## config.mk

```make
export PLATFORM = sky130hd
export DESIGN_NAME = uart_rx_fifo_flat
export DESIGN_NICKNAME = d
export VERILOG_FILES = /design/src/rtl/uart_rx_fifo_if.sv /design/src/rtl/uart_rx_fifo.sv /design/src/flat_wrapper.sv
export SDC_FILE = /design/constraint.sdc
export NUM_CORES = 1
export LEC_CHECK = 0
export BUFFER_PORTS_ARGS = -buffer_cell sky130_fd_sc_hd__clkbuf_2
export CAP_MARGIN = 40
export CORE_MARGIN = 5
export CORE_UTILIZATION = 55
export CTS_CLUSTER_DIAMETER = 40
export DETAILED_ROUTE_END_ITERATION = 6
export PLACE_DENSITY = 0.76
export SLEW_MARGIN = 20
export SYNTH_ARGS = -nofsm -noshare
export SYNTH_HDL_FRONTEND = slang
export SYNTH_SLANG_ARGS = --single-unit
```

## constraint.sdc

```tcl
create_clock -name clk -period 3.1 [get_ports clk]
set_clock_uncertainty 0.2 [all_clocks]
set_input_delay 0.31 -clock clk [delete_from_list [all_inputs] [get_ports clk]]
set_output_delay 0.31 -clock clk [all_outputs]
set_load 0.05 [all_outputs]
```

## src/rtl/uart_rx_fifo_if.sv

```systemverilog
// Stream/bus bundle for the UART receive FIFO: RX-stage capture side, consumer
// valid/ready side and status. The FIFO connects through the slave modport.
interface uart_rx_fifo_if #(
   parameter int DATA_WIDTH = 8,
   parameter int DEPTH      = 16,
   parameter int ADDR_WIDTH = $clog2(DEPTH)
);
   logic [DATA_WIDTH-1:0] rx_data_i;
   logic                  rx_done_i;
   logic [DATA_WIDTH-1:0] m_data_o;
   logic                  m_valid_o;
   logic                  m_ready_i;
   logic [ADDR_WIDTH:0]   level_o;
   logic                  empty_o;
   logic                  full_o;
   logic                  overrun_o;
   logic                  clr_overrun_i;

   modport slave (
      input  rx_data_i, rx_done_i, m_ready_i, clr_overrun_i,
      output m_data_o, m_valid_o, level_o, empty_o, full_o, overrun_o
   );

   modport master (
      output rx_data_i, rx_done_i, m_ready_i, clr_overrun_i,
      input  m_data_o, m_valid_o, level_o, empty_o, full_o, overrun_o
   );
endinterface

```

## src/rtl/uart_rx_fifo.sv

```systemverilog
// Receive buffer behind the UART RX deserialiser: edge-detects rx_done, stores bytes
// in a first-word fall-through FIFO and flags dropped bytes with a sticky overrun bit.
module uart_rx_fifo #(
   parameter int DATA_WIDTH = 8,
   parameter int DEPTH      = 16,
   localparam int ADDR_WIDTH = $clog2(DEPTH)
) (
   input  logic            clk,
   input  logic            rstn,
   uart_rx_fifo_if.slave   bus
);
   localparam logic [ADDR_WIDTH:0] PTR_ONE = {{ADDR_WIDTH{1'b0}}, 1'b1};

   logic [DATA_WIDTH-1:0] mem_q [DEPTH];
   logic [ADDR_WIDTH:0]   wr_ptr_q, wr_ptr_d;
   logic [ADDR_WIDTH:0]   rd_ptr_q, rd_ptr_d;
   logic                  done_q;
   logic                  overrun_q, overrun_d;
   logic                  empty, full;
   logic                  push_req, pop, push, drop;

   always_comb begin
      empty    = (wr_ptr_q == rd_ptr_q);
      full     = (wr_ptr_q[ADDR_WIDTH-1:0] == rd_ptr_q[ADDR_WIDTH-1:0]) &&
                 (wr_ptr_q[ADDR_WIDTH] != rd_ptr_q[ADDR_WIDTH]);
      push_req = bus.rx_done_i & ~done_q;
      pop      = ~empty & bus.m_ready_i;
      // a pop in the same cycle frees the slot, so a full FIFO still accepts
      push     = push_req & (~full | pop);
      drop     = push_req & full & ~pop;

      wr_ptr_d = wr_ptr_q;
      rd_ptr_d = rd_ptr_q;
      if (push) wr_ptr_d = wr_ptr_q + PTR_ONE;
      if (pop)  rd_ptr_d = rd_ptr_q + PTR_ONE;

      overrun_d = overrun_q;
      if (drop)                   overrun_d = 1'b1;
      else if (bus.clr_overrun_i) overrun_d = 1'b0;
   end

   // done_q resets high so a level already asserted at reset release is ignored
   always_ff @(posedge clk or negedge rstn) begin
      if (!rstn) begin
         wr_ptr_q  <= '0;
         rd_ptr_q  <= '0;
         done_q    <= 1'b1;
         overrun_q <= 1'b0;
      end else begin
         wr_ptr_q  <= wr_ptr_d;
         rd_ptr_q  <= rd_ptr_d;
         done_q    <= bus.rx_done_i;
         overrun_q <= overrun_d;
      end
   end

   always_ff @(posedge clk) begin
      if (push) mem_q[wr_ptr_q[ADDR_WIDTH-1:0]] <= bus.rx_data_i;
   end

   assign bus.level_o   = wr_ptr_q - rd_ptr_q;
   assign bus.empty_o   = empty;
   assign bus.full_o    = full;
   assign bus.m_valid_o = ~empty;
   assign bus.m_data_o  = empty ? '0 : mem_q[rd_ptr_q[ADDR_WIDTH-1:0]];
   assign bus.overrun_o = overrun_q;
endmodule

```

## src/flat_wrapper.sv

```systemverilog
// flat-port wrapper written by rule: the top's interface ports become plain ports
module uart_rx_fifo_flat 
#(
   parameter int DATA_WIDTH = 8,
   parameter int DEPTH      = 16,
   localparam int ADDR_WIDTH = $clog2(DEPTH)
)
  (clk, rstn, bus_rx_data_i, bus_rx_done_i, bus_m_ready_i, bus_clr_overrun_i, bus_m_data_o, bus_m_valid_o, bus_level_o, bus_empty_o, bus_full_o, bus_overrun_o);
  uart_rx_fifo_if #(.DATA_WIDTH(DATA_WIDTH), .DEPTH(DEPTH)) bus_i ();
  input  logic clk;
  input  logic rstn;
  input wire logic [$bits(bus_i.rx_data_i)-1:0] bus_rx_data_i;
  input wire logic [$bits(bus_i.rx_done_i)-1:0] bus_rx_done_i;
  input wire logic [$bits(bus_i.m_ready_i)-1:0] bus_m_ready_i;
  input wire logic [$bits(bus_i.clr_overrun_i)-1:0] bus_clr_overrun_i;
  output wire logic [$bits(bus_i.m_data_o)-1:0] bus_m_data_o;
  output wire logic [$bits(bus_i.m_valid_o)-1:0] bus_m_valid_o;
  output wire logic [$bits(bus_i.level_o)-1:0] bus_level_o;
  output wire logic [$bits(bus_i.empty_o)-1:0] bus_empty_o;
  output wire logic [$bits(bus_i.full_o)-1:0] bus_full_o;
  output wire logic [$bits(bus_i.overrun_o)-1:0] bus_overrun_o;
  assign bus_i.rx_data_i = bus_rx_data_i;
  assign bus_i.rx_done_i = bus_rx_done_i;
  assign bus_i.m_ready_i = bus_m_ready_i;
  assign bus_i.clr_overrun_i = bus_clr_overrun_i;
  assign bus_m_data_o = bus_i.m_data_o;
  assign bus_m_valid_o = bus_i.m_valid_o;
  assign bus_level_o = bus_i.level_o;
  assign bus_empty_o = bus_i.empty_o;
  assign bus_full_o = bus_i.full_o;
  assign bus_overrun_o = bus_i.overrun_o;
  uart_rx_fifo #(.DATA_WIDTH(DATA_WIDTH), .DEPTH(DEPTH)) u_core (.clk(clk), .rstn(rstn), .bus(bus_i));
endmodule
```

==> results of run 1 <==
==> state kept, by name, indices dropped and copies added, names as in the netlist <==
| signal | flops |
|---|---|
| u_core.wr_ptr_q | 5 |
| u_core.done_q | 1 |
| u_core.rd_ptr_q | 5 |
| u_core.mem_q | 128 |
| u_core.bus.overrun_o | 1 |
==> logic make-up (layout without fill, tap and decap cells) <==
| family | Yosys count | in the layout | share of synthesized area |
|---|---|---|---|
| buf+inv | 22 | 106 | 0.0255 |
| simple gates | 52 | 52 | 0.0435 |
| xor+xnor | 13 | 13 | 0.0198 |
| compound gates | 27 | 27 | 0.0337 |
| fa+ha+maj | 10 | 10 | 0.0231 |
| mux | 32 | 32 | 0.133 |
| flops | 140 | 140 | 0.721 |
==> cells in the mapped netlist (all sizes together) (6+ instances only) <==
cell type  number
buf            10
nor3            6
edfxtp        128
xnor2           9
nor2           13
a21oi          11
inv            11
dfrtp          11
a221o           8
ha              9
nand2          25
mux4           32
==> area by class of cell <==
class	instances	area, sq um
fillers	650	3330
flip-flops and latches	140	4150
repair buffers	64	513
well taps	136	170
inverters	11	48.8
clock inverters	14	145
clock buffers	17	414
multi-input cells	134	1510
==> critical path, stage by stage (launching register included) <==
cell and delay [ns]:
dfrtp_1 0.40, clkinv_4 0.09, ha_4 0.29, and4_4 0.26
nand2_1 0.10, inv_2 0.15, nor3_4 0.06, buf_12 0.13
a221o_2 0.40, buf_8 0.16
==> per-layer routing <==
| layer | global-route usage | up-vias | wire length, um |
|---|---|---|---|
| met3 | 0.0426 | 24 | 756 |
| met5 | 0 | - | 0 |
| li1 | - | 1341 | - |
| met4 | 0.0705 | 0 | 210 |
| met2 | 0.315 | 130 | 6050 |
| met1 | 0.261 | 1526 | 4560 |
==> report_power, final <==
part	switching [uW]	leakage [uW]	internal, uW
clock	747	0.000270	1140
combinational	2010	0.000890	1290
sequential	115	0.00129	2220
==> per-stage QoR <==
| step | utilization | total power (uW) |
|---|---|---|
| floorplan | - | 4700 |
| global placement | 0.598 | 5200 |
| detailed placement | 0.598 | 5260 |
| CTS | 0.668 | 7380 |
| global route | 0.676 | 7860 |
| finish | 0.676 | 7530 |
==> timing repair <==
| item | CTS | global route |
|---|---|---|
| endpoints found under the setup margin | 8 | 8 |
| endpoints found under the hold margin | 14 | 0 |
| buffers inserted | 5 | 5 |
| hold buffers | 4 | 0 |
| gates resized for setup | 17 | 17 |
| pin swaps | 2 | 0 |
==> worst max path at each step <==
stage	startpoint	to	slack, ns
2_1_floorplan	u_core.rd_ptr_q[1]$_DFFE_PN0P_	bus_m_data_o[6]	0.05
6_report	u_core.rd_ptr_q[2]$_DFFE_PN0P_	bus_m_data_o[6]	0.01
5_1_grt	u_core.rd_ptr_q[2]$_DFFE_PN0P_	bus_m_data_o[6]	-0.06
3_3_place_gp	u_core.wr_ptr_q[2]$_DFFE_PN0P_	bus_m_data_o[3]	0.42
3_5_place_dp	u_core.wr_ptr_q[2]$_DFFE_PN0P_	bus_m_data_o[0]	0.36
4_1_cts	u_core.wr_ptr_q[1]$_DFFE_PN0P_	bus_m_data_o[7]	0.003
==> results by group, run 1 <==
Status
  • Run status: finished, final reports clean

Timing
  • Post-route clock period utilization: 0.996
  • Worst slew pin tran: 0.487 ns
  • RSZ-0062 raised after global routing: true
  • Setup TNS: 0 ns
  • Fin crit period: 3.09 ns
  • Fmax: 0.324 GHz
  • Worst hold slack: 0.00828 ns
  • Endpoints failing hold: 0
  • Max-slew headroom: 0.675
  • Setup violators final: 0
  • Final setup margin: 0.0119 ns
  • Slew Viols, Final: 0

Floorplanning
  • Ports: 30
  • # rows: 37
  • Die Wd: 112 um
  • Die area: 12,600 sq um
  • Core Region: 10,300 sq um
  • Die height: 112 um
  • Starting Density: 0.559

Run
  • Max-cap viol count: 0

Finish
  • Diode count: 0
  • Non-Filler Instances: 516
  • Nets: 391
  • Design area: 6950 sq um
  • Commonest non-fill, non-tap cell in the layout: edfxtp_1
  • Most frequent cells in the layout: edfxtp_1, buf_4, nand2_1
  • Area Growth Syn to Fin: 20.9%
  • Share of cells above drive strength 1: 0.353

Routing
  • Post-DRT Antenna Nets: 0
  • Routed WL per cell: 22.4 um
  • Via count: 3,021
  • Drt initial violations: 345
  • Drt first pass iters: 6
  • Remaining DRCs: 0
  • Vias per std cell: 5.85
  • Routed Wire Length: 11,600 um

Place
  • Setup slack at placement: 0.365 ns
  • Inst Count DP: 471
  • PortBufs: 29
  • Global placer's final weighted congestion: 0.761
  • Dpl hpwl: 7080 um
  • Dpl cell area: 6140 sq um

Global routing
  • Grt total ovfl: 0
  • Largest net degree at the start of global routing: 35
  • Initial antenna violation count: 0
  • First-pass GRT wire length: 18,100 um
  • Vias in the first global route: 3,142
  • Total track usage: 0.194

Power
  • P_leak: 0.00245 uW
  • Pwr per Cell Area: 1080 nW/um^2
  • Worst vdd ir: 779 uV

Synth
  • Sequential fraction of the synthesis area: 0.721
  • Most area-consuming cells after synthesis: edfxtp_1, mux4_2, mux4_1, dfrtp_1, ha_1
  • Mapped Area: 5750 sq um
  • Yosys top cell area share: 0.669
  • Post-synth ARST share: 0.0857
  • Synth Instances: 296
  • EDFF count, synth: 128
  • Yosys warning total: 0
  • Top FF cell, synth: edfxtp_1
  • Post-synthesis register bit count: 140
  • Syn nets: 319
  • Synth cell types: 34
  • Post-synthesis area per instance: 19.4 sq um
  • Biggest area consumer among synthesized cells: edfxtp_1

Critical path
  • Reg2reg path depth: 8
  • Worst EP required: 2.59 ns
  • Reg-to-Reg End: u_core.mem_q[9][2]$_DFFE_PP_
  • Setup slack, reg-to-reg: 0.37 ns
  • Start-to-end type of the worst setup path: register to output pin
  • CP Max Fanout: 8
  • WP data arrival: 2.58 ns
  • Setup crit start kind: register
  • CP Capture Type: output pin
  • RR Startpoint: u_core.wr_ptr_q[0]$_DFFE_PN0P_

Clock network
  • H-tree depth: 4
  • CTS buffer count: 17
  • Clk root buf: clkbuf_8
  • CTS tree: yes
  • Clock net sink count: 140
  • Worst skew pair latency: 0.52 ns
  • Clk buf depth: 2
  • Reg clk slew, reported paths: 0.06 ns

Min path
  • HP Class: primary input to asynchronous set/reset pin
Power figures use the tool's default switching activity.
==> run 2, diff against run 1 <==
--- a/config.mk
+++ b/config.mk
@@ -5,13 +5,14 @@
 export SDC_FILE = /design/constraint.sdc
 export NUM_CORES = 1
 export LEC_CHECK = 0
+export ABC_AREA = 1
+export ABC_CLOCK_PERIOD_IN_PS = 3100
 export BUFFER_PORTS_ARGS = -buffer_cell sky130_fd_sc_hd__clkbuf_2
 export CAP_MARGIN = 40
 export CORE_MARGIN = 5
-export CORE_UTILIZATION = 55
+export CORE_UTILIZATION = 30
 export CTS_CLUSTER_DIAMETER = 40
 export DETAILED_ROUTE_END_ITERATION = 6
-export PLACE_DENSITY = 0.76
 export SLEW_MARGIN = 20
 export SYNTH_ARGS = -nofsm -noshare
 export SYNTH_HDL_FRONTEND = slang
==> results by group, run 2 <==
Critical path
  • Start-to-end type of the worst setup path: register to output pin
  • CP cell instances: inv_2 -> buf_4 -> nand2_1 -> nand3_1 -> nand3_1 -> nand2_1 -> nand2_1 -> a21oi_1 -> clkbuf_2
  • WP buf/inv: 3
  • CP Capture Type: output pin
  • Most used cell, CP: nand2_1
  • Slowest CP cell: dfrtp_2
  • Slowest cell delay on critical path: 0.43 ns
  • Reg-to-Reg End: u_core.mem_q[6][4]$_DFFE_PP_
  • Cell family with most CP delay: buffers and inverters
  • CP Max Fanout: 43
  • Setup crit start kind: register
  • WP data arrival: 2.41 ns
  • Critical Path Sink: bus_m_data_o[1]
  • Worst Setup SP: u_core.rd_ptr_q[0]$_DFFE_PN0P_
  • Critical path depth: 9
  • Setup slack, reg-to-reg: 0.55 ns
  • Reg2reg path depth: 8
  • RR Startpoint: u_core.wr_ptr_q[2]$_DFFE_PN0P_
  • Worst EP required: 2.59 ns

Finish
  • Share of cells above drive strength 1: 0.175
  • Area Growth Syn to Fin: 19.0%
  • Area of the multi-input gates: 1710 sq um
  • Filler cells: 1,998
  • Most frequent cells in the layout: nand2_1, edfxtp_1, nand3_1
  • Design area: 7270 sq um
  • Sequential Area: 4150 sq um
  • Max reg flops: 128
  • Nets: 598
  • Commonest non-fill, non-tap cell in the layout: nand2_1
  • Diode count: 0

Power
  • Internal power: 4580 uW
  • Logic gate share of total power: 0.440
  • Sequential share of power: 0.289
  • P_leak: 0.00279 uW
  • Pwr per Cell Area: 1100 nW/um^2
  • Worst vdd ir: 496 uV
  • P_sw: 3380 uW
  • Clock power frac: 0.271
  • Switching share of power: 0.425

Place
  • Dpl cell area: 6610 sq um
  • PortBufs: 29
  • Global placer's final weighted congestion: 0.828
  • Dpl hpwl: 9380 um

Clock network
  • Setup repair bufs after CTS: 0
  • Clock net sink count: 140
  • Reg clk slew, reported paths: 0.06 ns
  • CTS buffer count: 17
  • Clk root buf: clkbuf_16
  • CTS tree: yes
  • Hold_buf cts: 3
  • Post-CTS sizing: 0
  • Worst skew pair latency: 0.42 ns
  • Clk buf depth: 2
  • H-tree depth: 4

Timing
  • RSZ-0062 raised after global routing: false
  • Setup violators final: 0
  • Setup TNS: 0 ns
  • Fmax: 0.342 GHz
  • Post-route clock period utilization: 0.942
  • Worst slew pin tran: 0.687 ns
  • Max-slew headroom: 0.540
  • Slew Viols, Final: 0
  • Endpoints failing hold: 0
  • Fin crit period: 2.92 ns

Synth
  • Biggest area consumer among synthesized cells: edfxtp_1
  • Synth Instances: 528
  • Post-synth ARST share: 0.0857
  • Mapped Area: 6110 sq um
  • Sequential fraction of the synthesis area: 0.678
  • Yosys top cell area share: 0.629
  • Most numerous cell in the Yosys netlist: nand2_1
  • Most area-consuming cells after synthesis: edfxtp_1, nand2_1, nand3_1, dfrtp_1, ha_1
  • Post-synth top cells: nand2_1, edfxtp_1, nand3_1, nor2_1, inv_1
  • Yosys warning total: 0
  • Synth cell types: 31
  • Syn nets: 551
  • EDFF count, synth: 128
  • Top FF cell, synth: edfxtp_1
  • Post-synthesis area per instance: 11.6 sq um
  • Post-synthesis register bit count: 140

Routing
  • Drt initial violations: 269
  • Drt first pass iters: 5
  • Vias per std cell: 4.71
  • Routed Wire Length: 14,500 um
  • Post-DRT Antenna Nets: 0
  • Via count: 4,038
  • Routed WL per cell: 16.9 um
  • Remaining DRCs: 0

Floorplanning
  • Ports: 30
  • Die area: 23,300 sq um
  • Core Region: 20,200 sq um
  • Die Wd: 153 um
  • Starting Density: 0.303
  • # rows: 52
  • Die height: 153 um

Global routing
  • Grt total ovfl: 0
  • First-pass GRT wire length: 22,700 um
  • Total track usage: 0.127
  • Largest net degree at the start of global routing: 45
  • Initial antenna violation count: 0
  • Vias in the first global route: 3,975

Status
  • Run status: finished, final reports clean

Run
  • Max-cap viol count: 0

Min path
  • HP Class: primary input to asynchronous set/reset pin
==> run 2: cell families after synthesis <==
family | Yosys count | share of synthesized area
AO/OA/AOI/OAI | 17 | 0.0152
XOR/XNOR | 12 | 0.0197
adder cells (fa/ha/maj) | 10 | 0.0217
AND/OR/NAND/NOR | 305 | 0.223
flip-flops | 140 | 0.678
buffers and inverters | 44 | 0.0422
==> run 2: routing by layer <==
metal | part of all wire | global-route usage | vias up
met4 | 0.021 | 0.0505 | 0
met1 | 0.45 | 0.175 | 1976
met3 | 0.060 | 0.0312 | 25
li1 | - | - | 1914
met5 | 0 | 0 | -
met2 | 0.47 | 0.195 | 123
==> run 2: through the flow <==
stage               worst slack, ns  hold WS (ns)  instances  power [uW]   util
finish                        0.179         0.108        858        7970  0.360
global route                 0.0287         0.137        858        8420  0.360
CTS                           0.164        0.0947        858        8050  0.360
detailed placement            0.571        0.0230        823        5870  0.328
global placement              0.663        0.0223        823        5820  0.328
floorplan                     0.130        -0.186        528        4960      -
==> run 2: worst min-delay path by stage <==
stage / start / end
CTS: bus_m_ready_i / u_core.bus.overrun_o$_DFFE_PN0P_
finish: rstn / u_core.bus.overrun_o$_DFFE_PN0P_
detailed placement: rstn / u_core.rd_ptr_q[4]$_DFFE_PN0P_
floorplan: rstn / u_core.bus.overrun_o$_DFFE_PN0P_
global route: rstn / u_core.bus.overrun_o$_DFFE_PN0P_
global placement: rstn / u_core.rd_ptr_q[4]$_DFFE_PN0P_
==> run 2: cell type report <==
cell class | instances | share of cell area
timing repair buffer | 55 | 0.0520
tap | 270 | 0.0465
inverter | 17 | 0.00981
clock inverter | 14 | 0.0275
sequential | 140 | 0.570
multi-input combinational | 344 | 0.235
clock buffer | 18 | 0.0590
==> run 2: power groups by stage <==
| stage | registers, uW | clock network, uW | logic [uW] |
|---|---|---|---|
| after floorplan | 2300 | 0 | 2650 |
| after global placement | 2330 | 0 | 3490 |
| after detailed placement | 2340 | 0 | 3530 |
| after CTS | 2300 | 2200 | 3540 |
| after global routing | 2320 | 2310 | 3800 |
| final | 2300 | 2160 | 3510 |
==> run 3, diff against run 2 <==
--- a/config.mk
+++ b/config.mk
@@ -10,9 +10,10 @@
 export BUFFER_PORTS_ARGS = -buffer_cell sky130_fd_sc_hd__clkbuf_2
 export CAP_MARGIN = 40
 export CORE_MARGIN = 5
-export CORE_UTILIZATION = 30
+export CORE_UTILIZATION = 55
 export CTS_CLUSTER_DIAMETER = 40
 export DETAILED_ROUTE_END_ITERATION = 6
+export PLACE_DENSITY = 0.76
 export SLEW_MARGIN = 20
 export SYNTH_ARGS = -nofsm -noshare
 export SYNTH_HDL_FRONTEND = slang
==> results by group, run 3 (synthesis gave the netlist of run 2 again) <==
Status
  • Run status: finished, final reports clean

Timing
  • Max-slew headroom: 0.532
  • Endpoints failing hold: 0
  • Slew Viols, Final: 0
  • Setup TNS: 0 ns
  • Setup violators final: 0
  • Worst slew pin tran: 0.700 ns
  • RSZ-0062 raised after global routing: false
  • Fmax: 0.339 GHz
  • Post-route clock period utilization: 0.953
  • Fin crit period: 2.95 ns

Critical path
  • Setup slack, reg-to-reg: 0.44 ns
  • CP cell instances: inv_4 -> buf_12 -> nand2_1 -> nand3_1 -> nand3_1 -> nand2_1 -> nand2_1 -> a21oi_1 -> clkbuf_2
  • Slowest cell delay on critical path: 0.47 ns
  • Setup crit start kind: register
  • Most used cell, CP: nand2_1
  • CP Max Fanout: 46
  • Slowest CP cell: dfrtp_2
  • Cell family with most CP delay: buffers and inverters
  • WP data arrival: 2.44 ns
  • Start-to-end type of the worst setup path: register to output pin
  • Worst EP required: 2.59 ns
  • Reg2reg path depth: 9
  • WP buf/inv: 3
  • Reg-to-Reg End: u_core.mem_q[13][2]$_DFFE_PP_
  • RR Startpoint: u_core.wr_ptr_q[0]$_DFFE_PN0P_
  • CP Capture Type: output pin

Finish
  • Diode count: 0
  • Area of the multi-input gates: 1710 sq um
  • Area Growth Syn to Fin: 15.8%
  • Filler cells: 798
  • Most frequent cells in the layout: nand2_1, edfxtp_1, nand3_1
  • Sequential Area: 4150 sq um
  • Nets: 595
  • Commonest non-fill, non-tap cell in the layout: nand2_1
  • Max reg flops: 128
  • Share of cells above drive strength 1: 0.169

Global routing
  • Total track usage: 0.225
  • Grt total ovfl: 0
  • Largest net degree at the start of global routing: 66
  • Vias in the first global route: 3,937
  • Initial antenna violation count: 0
  • First-pass GRT wire length: 21,900 um

Min path
  • Hold Path Depth: 1
  • Worst Hold End: u_core.mem_q[8][4]$_DFFE_PP_
  • HP Start: bus_rx_data_i[4]
  • HP Class: primary input to register

Power
  • P_leak: 0.00274 uW
  • Logic gate share of total power: 0.452
  • Internal power: 4330 uW
  • Worst vdd ir: 805 uV
  • Switching share of power: 0.439
  • Clock power frac: 0.248
  • Total power: 7720 uW
  • Pwr per Cell Area: 1090 nW/um^2
  • Sequential share of power: 0.300
  • P_sw: 3390 uW

Routing
  • Via count: 4,039
  • Drt first pass iters: 5
  • Drt initial violations: 463
  • Remaining DRCs: 0
  • Vias per std cell: 5.57
  • Routed WL per cell: 19.1 um
  • Routed Wire Length: 13,800 um
  • Post-DRT Antenna Nets: 0

Place
  • PortBufs: 29
  • Global placer's final weighted congestion: 0.836
  • Dpl hpwl: 8470 um

Floorplanning
  • # rows: 38
  • Ports: 30
  • Die height: 115 um
  • Die area: 13,300 sq um
  • Core Region: 10,800 sq um
  • Starting Density: 0.564
  • Die Wd: 115 um

Clock network
  • Reg clk slew, reported paths: 0.06 ns
  • Setup repair bufs after CTS: 0
  • Worst skew pair latency: 0.53 ns
  • H-tree depth: 4
  • CTS buffer count: 17
  • CTS tree: yes
  • Clk root buf: clkbuf_8
  • Clk buf depth: 2
  • Clock net sink count: 140

Run
  • Max-cap viol count: 0
==> run 3: cell count changes in the layout (fill, tap and decap cells not counted), moves of 2 or more <==
cell and change:
buf_12 +2, bufinv_16 -3, buf_4 -8, clkinv_1 -3, clkinvlp_4 +3, clkbuf_2 -2
dlygate4sd3_1 +3, clkinv_4 +2, clkbuf_8 +2
==> run 3: layer usage <==
| metal | track usage | share of wire | wire length [um] | vias up |
|---|---|---|---|---|
| met2 | 0.355 | 0.49 | 6760 | 180 |
| met5 | 0 | 0 | 0 | - |
| li1 | - | - | - | 1900 |
| met4 | 0.0634 | 0.018 | 249 | 0 |
| met1 | 0.315 | 0.42 | 5740 | 1942 |
| met3 | 0.0553 | 0.077 | 1060 | 17 |
==> run 3: layout make-up <==
type                            count  area share
Sequential cell                   140       0.586
Multi-Input combinational cell    344       0.242
Clock buffer                       19      0.0596
Timing Repair Buffer               52      0.0564
Tap cell                          140      0.0248
Clock inverter                     13      0.0205
Inverter                           17      0.0104
==> run 3: worst max-delay path by stage <==
stage,from,endpoint,slack [ns],depth (start not counted)
finish,u_core.rd_ptr_q[0]$_DFFE_PN0P_,bus_m_data_o[5],0.15,9
global route,u_core.rd_ptr_q[0]$_DFFE_PN0P_,bus_m_data_o[4],0.009,9
CTS,u_core.rd_ptr_q[0]$_DFFE_PN0P_,bus_m_data_o[2],0.04,9
detailed placement,u_core.wr_ptr_q[0]$_DFFE_PN0P_,u_core.mem_q[6][3]$_DFFE_PP_,0.50,9
global placement,u_core.wr_ptr_q[0]$_DFFE_PN0P_,u_core.mem_q[6][7]$_DFFE_PP_,0.55,9
floorplan,u_core.rd_ptr_q[2]$_DFFE_PN0P_,bus_m_data_o[0],0.13,8
==> run 3: metrics by stage <==
stage | area (sq um) | std cells | util | hold slack (ns) | worst slack (ns)
3_5_place_dp | 6430 | 687 | 0.593 | 0.0128 | 0.499
3_3_place_gp | 6430 | 687 | 0.593 | 0.0105 | 0.554
5_1_grt | 7070 | 725 | 0.652 | 0.0704 | 0.00939
2_1_floorplan | 6110 | 528 | - | -0.186 | 0.130
4_1_cts | 7070 | 725 | 0.652 | 0.0559 | 0.0406
6_report | 7070 | 725 | 0.652 | 0.0657 | 0.146
==> run 3: what timing repair did <==
| action | 4_1_cts | 5_1_grt |
|---|---|---|
| resized for setup | 2 | 5 |
| endpoints found under the hold margin | 14 | 0 |
| hold buffers | 6 | 0 |
| setup endpoints to repair | 4 | 7 |
==> run 3: power groups by stage <==
stage / combinational [uW] / sequential (uW) / clock [uW]
finish: 3490 / 2310 / 1920
global route: 3780 / 2330 / 2040
CTS: 3490 / 2310 / 1940
detailed placement: 3450 / 2340 / 0
global placement: 3390 / 2330 / 0
floorplan: 2650 / 2300 / 0
